**src/rtl/uart_tx_fifo.sv**
```systemverilog
// Buffered 8N1 UART transmitter: a byte FIFO fed by the store port, drained by a serializer.
// Status (full/empty/level/busy/overflow) and the TX line are all driven from registers.
//
// state | meaning
// IDLE  | line high, waiting for the FIFO to become non-empty
// START | start bit (low) for one bit period
// DATA  | eight data bits, LSB first, one bit period each
// STOP  | stop bit (high); chains straight into START when more data is queued
module uart_tx_fifo #(
  parameter int CLK_HZ     = 12000000,
  parameter int BAUD       = 115200,
  parameter int DEPTH_LOG2 = 4
) (
  input  logic                  CLK,
  input  logic                  reset,
  input  logic                  wr_en,
  input  logic [7:0]            wr_data,
  input  logic                  ovf_clr,
  output logic                  full,
  output logic                  empty,
  output logic [DEPTH_LOG2:0]   level,
  output logic                  busy,
  output logic                  overflow,
  output logic                  TX
);

  localparam int CLKS_PER_BIT = CLK_HZ / BAUD;
  localparam int CNT_W        = (CLKS_PER_BIT > 1) ? $clog2(CLKS_PER_BIT) : 1;
  localparam int DEPTH        = 1 << DEPTH_LOG2;

  localparam logic [CNT_W-1:0]    BAUD_TC   = CNT_W'(CLKS_PER_BIT - 1);
  localparam logic [DEPTH_LOG2:0] LEVEL_MAX = (DEPTH_LOG2 + 1)'(DEPTH);

  typedef enum logic [1:0] {
    ST_IDLE,
    ST_START,
    ST_DATA,
    ST_STOP
  } state_t;

  logic [7:0]            mem [DEPTH];
  logic [DEPTH_LOG2-1:0] wptr_q;
  logic [DEPTH_LOG2-1:0] rptr_q;
  logic [DEPTH_LOG2:0]   level_q;
  logic [DEPTH_LOG2:0]   level_d;
  logic                  full_q;
  logic                  empty_q;
  logic                  ovf_q;
  logic                  push;
  logic                  pop;

  state_t                state_q;
  state_t                state_d;
  logic [CNT_W-1:0]      baud_q;
  logic [CNT_W-1:0]      baud_d;
  logic [2:0]            bit_q;
  logic [2:0]            bit_d;
  logic [7:0]            shreg_q;
  logic [7:0]            shreg_d;
  logic                  tx_q;
  logic                  tx_d;
  logic                  baud_tc;

  // Full is judged on the registered flag, so a push racing a pop while full is rejected.
  assign push = wr_en && !full_q;

  always_comb begin
    level_d = level_q;
    case ({push, pop})
      2'b10:   level_d = level_q + 1'b1;
      2'b01:   level_d = level_q - 1'b1;
      default: level_d = level_q;
    endcase
  end

  always_ff @(posedge CLK) begin
    if (push) begin
      mem[wptr_q] <= wr_data;
    end
  end

  always_ff @(posedge CLK or negedge reset) begin
    if (!reset) begin
      wptr_q  <= '0;
      rptr_q  <= '0;
      level_q <= '0;
      full_q  <= 1'b0;
      empty_q <= 1'b1;
      ovf_q   <= 1'b0;
    end else begin
      if (push) begin
        wptr_q <= wptr_q + 1'b1;
      end
      if (pop) begin
        rptr_q <= rptr_q + 1'b1;
      end
      level_q <= level_d;
      full_q  <= (level_d == LEVEL_MAX);
      empty_q <= (level_d == '0);
      // Set has priority over clear so an overflow in the clearing cycle is not lost.
      if (wr_en && full_q) begin
        ovf_q <= 1'b1;
      end else if (ovf_clr) begin
        ovf_q <= 1'b0;
      end
    end
  end

  assign baud_tc = (baud_q == BAUD_TC);

  // tx_d is the line value for the state being entered, so TX changes on the same edge.
  always_comb begin
    state_d = state_q;
    baud_d  = baud_q;
    bit_d   = bit_q;
    shreg_d = shreg_q;
    tx_d    = tx_q;
    pop     = 1'b0;
    case (state_q)
      ST_IDLE: begin
        tx_d   = 1'b1;
        baud_d = '0;
        if (!empty_q) begin
          pop     = 1'b1;
          shreg_d = mem[rptr_q];
          state_d = ST_START;
          tx_d    = 1'b0;
        end
      end
      ST_START: begin
        if (baud_tc) begin
          baud_d  = '0;
          bit_d   = '0;
          state_d = ST_DATA;
          tx_d    = shreg_q[0];
        end else begin
          baud_d = baud_q + 1'b1;
        end
      end
      ST_DATA: begin
        if (baud_tc) begin
          baud_d = '0;
          if (bit_q == 3'd7) begin
            state_d = ST_STOP;
            tx_d    = 1'b1;
          end else begin
            shreg_d = shreg_q >> 1;
            bit_d   = bit_q + 1'b1;
            tx_d    = shreg_q[1];
          end
        end else begin
          baud_d = baud_q + 1'b1;
        end
      end
      ST_STOP: begin
        if (baud_tc) begin
          baud_d = '0;
          if (!empty_q) begin
            pop     = 1'b1;
            shreg_d = mem[rptr_q];
            state_d = ST_START;
            tx_d    = 1'b0;
          end else begin
            state_d = ST_IDLE;
            tx_d    = 1'b1;
          end
        end else begin
          baud_d = baud_q + 1'b1;
        end
      end
      default: begin
        state_d = ST_IDLE;
        baud_d  = '0;
        tx_d    = 1'b1;
      end
    endcase
  end

  always_ff @(posedge CLK or negedge reset) begin
    if (!reset) begin
      state_q <= ST_IDLE;
      baud_q  <= '0;
      bit_q   <= '0;
      shreg_q <= '0;
      tx_q    <= 1'b1;
    end else begin
      state_q <= state_d;
      baud_q  <= baud_d;
      bit_q   <= bit_d;
      shreg_q <= shreg_d;
      tx_q    <= tx_d;
    end
  end

  assign full     = full_q;
  assign empty    = empty_q;
  assign level    = level_q;
  assign busy     = (state_q != ST_IDLE);
  assign overflow = ovf_q;
  assign TX       = tx_q;

endmodule

```
**config.mk**
```make
export PLATFORM = sky130hd
export DESIGN_NAME = uart_tx_fifo
export DESIGN_NICKNAME = d
export VERILOG_FILES = /design/src/rtl/uart_tx_fifo.sv
export SDC_FILE = /design/constraint.sdc
export NUM_CORES = 1
export LEC_CHECK = 0
export BUFFER_PORTS_ARGS = -buffer_cell sky130_fd_sc_hd__buf_2
export CORE_ASPECT_RATIO = 1.2
export CORE_MARGIN = 3
export CORE_UTILIZATION = 45
export DETAILED_ROUTE_END_ITERATION = 6
export GPL_ROUTABILITY_DRIVEN = 0
export HOLD_SLACK_MARGIN = 0.12
export SYNTH_ARGS = -nofsm -noshare
export SYNTH_HDL_FRONTEND = slang
export SYNTH_SLANG_ARGS = --single-unit
```
**constraint.sdc**
```tcl
create_clock -name CLK -period 2.8 [get_ports CLK]
set_input_delay 0.56 -clock CLK [delete_from_list [all_inputs] [get_ports CLK]]
set_output_delay 0.56 -clock CLK [all_outputs]
set_load 0.02 [all_outputs]
```
==> metrics list <==
* Reg-to-reg critical path endpoint: empty
- Along the worst path, the maximum fanout reaches 4.
- Rows: 49
* Library cell used as clock root buffer: sky130_fd_sc_hd__clkbuf_16
- Summed over all layers, the routed wires come to 13.55 mm.
* Initial DRT Pass Iterations: 4
- For this design the ratio of total power to cell area is 752.2 nW/µm².
* Residual antenna-violating net count after detailed routing: 0
* Flip-flop cell with the highest count after synthesis: sky130_fd_sc_hd__edfxtp_1
- Yosys warning count: 0
* Clock buffers created by TritonCTS: 17
- Count of final max-slew check failures: 0
* Wire per inst: 19.30 µm
* Total of max-cap violations: 0
- Cell-by-cell listing of the critical path: inv_2 > ha_4 > or2_4 > nor2_4 > nand2_4 > xnor2_2 > ha_2 > a21oi_2 > or3_1 > o221ai_2 > a32oi_1 > o22a_1 > a211oi_2
- Logic depth of the worst register-to-register path: 13
* Arrival time at the worst endpoint: 3150 ps
- Count of final setup violators: 1
* Setup slack of the most critical reg-to-reg path: -0.5 ps
- Slowest stage cell, crit path: sky130_fd_sc_hd__dfrtp_1
* Place WS: -119.7 ps
* DP HPWL: 8.988 mm
- Critical path capture point type: flip-flop
- In the routed design, unresolved DRC markers number 0.
* Type of the setup path with the least slack: flip-flop to flip-flop
- In the routed layout, each cell is associated on average with a via count of 5.457.
- Tcrit/Tclk final: 1.000
- By area the synthesized netlist is led by sky130_fd_sc_hd__edfxtp_1 54%, sky130_fd_sc_hd__dfrtp_1 12%, sky130_fd_sc_hd__mux4_2 9.9%.
- Entering global routing, the biggest net connects 38 pins.
* Number of I/O port buffers: 21
- Fin crit period: 2800 ps
- Vias in the first global route: 3869
- Number of diodes added for antenna fixing: 0
- Area growth, synth to finish: 16.85%
* Post-Syn Instances: 426
- Peak per-stage delay on the critical path: 390 ps
- In the global route stage, overall resource usage came out at 0.1676.
- Starting density of the core: 0.4660
- Max frequency: 357.1 MHz
* H-tree depth: 4
* Setup crit start kind: flip-flop
* Die Ht: 143.5 µm
- The region available for standard cell placement spans 15200 µm².
- Flops & latches, synth: 165
- Cell taking the most area after synthesis: sky130_fd_sc_hd__edfxtp_1
- Result of the run: finished, violations left
* Total power: 6.228 mW
- Violations in the final reports: setup timing
- Synthesis produced a netlist with a net count of 453.
- Setup slack of the critical path after layout: -0.4852 ps
- The worst pin sits at a relative slew slack of 0.4249.
- The number of hold violations in the final report is 0.
- Mean instance size in the synthesized netlist: 16.63 µm²
* I/O pins: 22
- Post-synthesis sequential area ratio: 0.6735
- Path type of the worst min-delay path: input port to async pin
* Measured slew at the worst slew-check pin: 862.7 ps
- Setup repair after global routing could not meet its margin everywhere.
- The die is 120.6 µm wide.
* Clock buffer depth: 2
* Vias post-DR: 3831
- The mapped netlist covers 7086 µm².
- Wire length of the first global-routing pass: 21.50 mm
- Data required time at the worst endpoint: 3140 ps
- Number of antenna violations at the first check in global routing: 0
* Netlist cell types: 50
* Share of flip-flops with an asynchronous set or reset after synthesis: 0.2242
- DRC marker count from the first detailed-route iteration: 305
- The floorplan step defined a die boundary enclosing 17290 µm².
- # clock sinks: 165
- CTS tree: built
- Yosys mapped a number of flops with a built-in enable equal to 128.
- The clock arrives with 6.734 ps of skew.
- Latest clock arrival within the worst-skew pair: 430 ps
- Of the cells placed in the final design, the portion with a size suffix greater than 1 is 0.3052.
* Static Leak: 2.966 nW
- Number of nets at the end of the flow: 512
- After clock tree synthesis, the clock-pin slew on the worst setup and hold paths is 70 ps.
* Worst reg2reg startpoint: state_q[1]
* Area share of the largest cell type after synthesis: 0.5425
- Across the VDD grid, the largest voltage drop is 0.4210 mV.
- Global-route congestion overflow total: 0
## critical path: cells and delay by family (launching register included)
kind / cells / cell delay, ps
compound gates: 5 / 840
xor+xnor: 1 / 140
fa+ha+maj: 2 / 430
buf+inv: 1 / 90
flops: 1 / 390
simple gates: 4 / 830
## sequential cells by signal, summed over array words and instances (netlist names)
| signal | cells |
|---|---|
| wptr_q | 4 |
| baud_q | 7 |
| shreg_q | 8 |
| level | 5 |
| mem | 128 |
| state_q | 2 |
| full | 1 |
| bit_q | 3 |
| TX | 1 |
| empty | 1 |
| overflow | 1 |
| rptr_q | 4 |
## stage by stage
stage                     instance area (µm²)  hold WS [ps]  setup TNS [ps]  std cells  utilization
final                                    8279         237.1         -0.4852        702       0.5445
after global routing                     8279         295.4          -243.5        702       0.5445
after CTS                                8173         260.9               0        695       0.5375
after detailed placement                 7572         465.8          -235.6        663       0.4980
after global placement                   7572         442.6               0        663       0.4980
after floorplan                          7093         264.4               0        426            -
## cells by family (layout without fill, tap and decap cells)
family                   Yosys count  count (layout)  share of synthesized area
buffers and inverters             30             102                    0.02437
adder cells (fa/ha/maj)           15              15                    0.02649
flip-flops                       165             165                     0.6735
XOR/XNOR                          14              14                    0.01731
multiplexers                      44              44                     0.1383
AO/OA/AOI/OAI                     56              56                    0.05386
AND/OR/NAND/NOR                  102             102                    0.06622
## cell usage in the layout, fill, tap and decap left out, drive strengths merged, types with 2 or more instances in the layout
cell type  synthesis  final
a211oi             3      3
a21o               2      2
a21oi             16     16
a31o               2      2
a31oi              2      2
and3               3      3
buf               12     60
clkbuf             8     18
clkinv             0      5
dfrtp             35     35
dfstp              2      2
edfxtp           128    128
ha                15     15
inv               10     17
mux2               4      4
mux4              40     40
nand2             28     28
nand2b             4      4
nand3              7      7
nand4              2      2
nor2              35     35
nor2b              5      5
nor3              12     12
nor3b              2      2
o21ai             17     17
o31ai              4      4
xnor2              9      9
xor2               5      5
## power by group
part           internal, mW  switching [mW]  leakage (nW)
clock network          1.25            1.00         0.279
registers              2.91           0.195          1.61
logic                 0.359           0.514          1.08
## synth_stat cells (5+ instances only)
master,number
sky130_fd_sc_hd__mux4_1,9
sky130_fd_sc_hd__mux4_2,31
sky130_fd_sc_hd__nand3_1,7
sky130_fd_sc_hd__nand2_1,28
sky130_fd_sc_hd__o21ai_1,6
sky130_fd_sc_hd__o21ai_0,11
sky130_fd_sc_hd__dfrtp_1,35
sky130_fd_sc_hd__nor2_1,34
sky130_fd_sc_hd__nor3_1,12
sky130_fd_sc_hd__buf_2,5
sky130_fd_sc_hd__ha_1,15
sky130_fd_sc_hd__inv_1,10
sky130_fd_sc_hd__xor2_1,5
sky130_fd_sc_hd__edfxtp_1,128
sky130_fd_sc_hd__clkbuf_1,7
sky130_fd_sc_hd__xnor2_1,9
sky130_fd_sc_hd__nor2b_1,5
sky130_fd_sc_hd__a21oi_1,15
## what timing repair did
action                                 in CTS  in global routing
gates cloned                                0                  0
setup endpoints to repair                   2                  5
hold buffers                                0                  0
resized for setup                           8                  9
setup buffers                               0                  7
endpoints found under the hold margin       0                  0
pin swaps                                   2                 10
## per-layer routing
metal | share of wire | wire (µm) | vias to the layer above | global-route usage
li1 | - | - | 1777 | -
met1 | 0.43 | 5800 | 1979 | 0.2121
met2 | 0.53 | 7164 | 59 | 0.2838
met3 | 0.029 | 396 | 16 | 0.04055
met4 | 0.014 | 186 | 0 | 0.06146
met5 | 0 | 0 | - | 0
## worst max path at each step
stage	from	to	slack, ps	depth (start not counted)
2_1_floorplan	state_q[0]	empty	20	13
3_3_place_gp	state_q[0]	empty	70	13
3_5_place_dp	state_q[0]	empty	-120	13
4_1_cts	state_q[0]	empty	5	13
5_1_grt	state_q[1]	empty	-130	13
6_report	state_q[1]	empty	-0.5	13
## cell type report
| type | instances | area (µm²) |
|---|---|---|
| clock inverter | 14 | 141.4 |
| sequential | 165 | 4773 |
| inverter | 10 | 37.54 |
| fill | 1238 | 6925 |
| tap | 204 | 255.2 |
| timing repair buffer | 60 | 410.4 |
| clock buffer | 18 | 429.2 |
| multi-input combinational | 231 | 2232 |
Note: power is estimated with default switching activity, not from simulation.
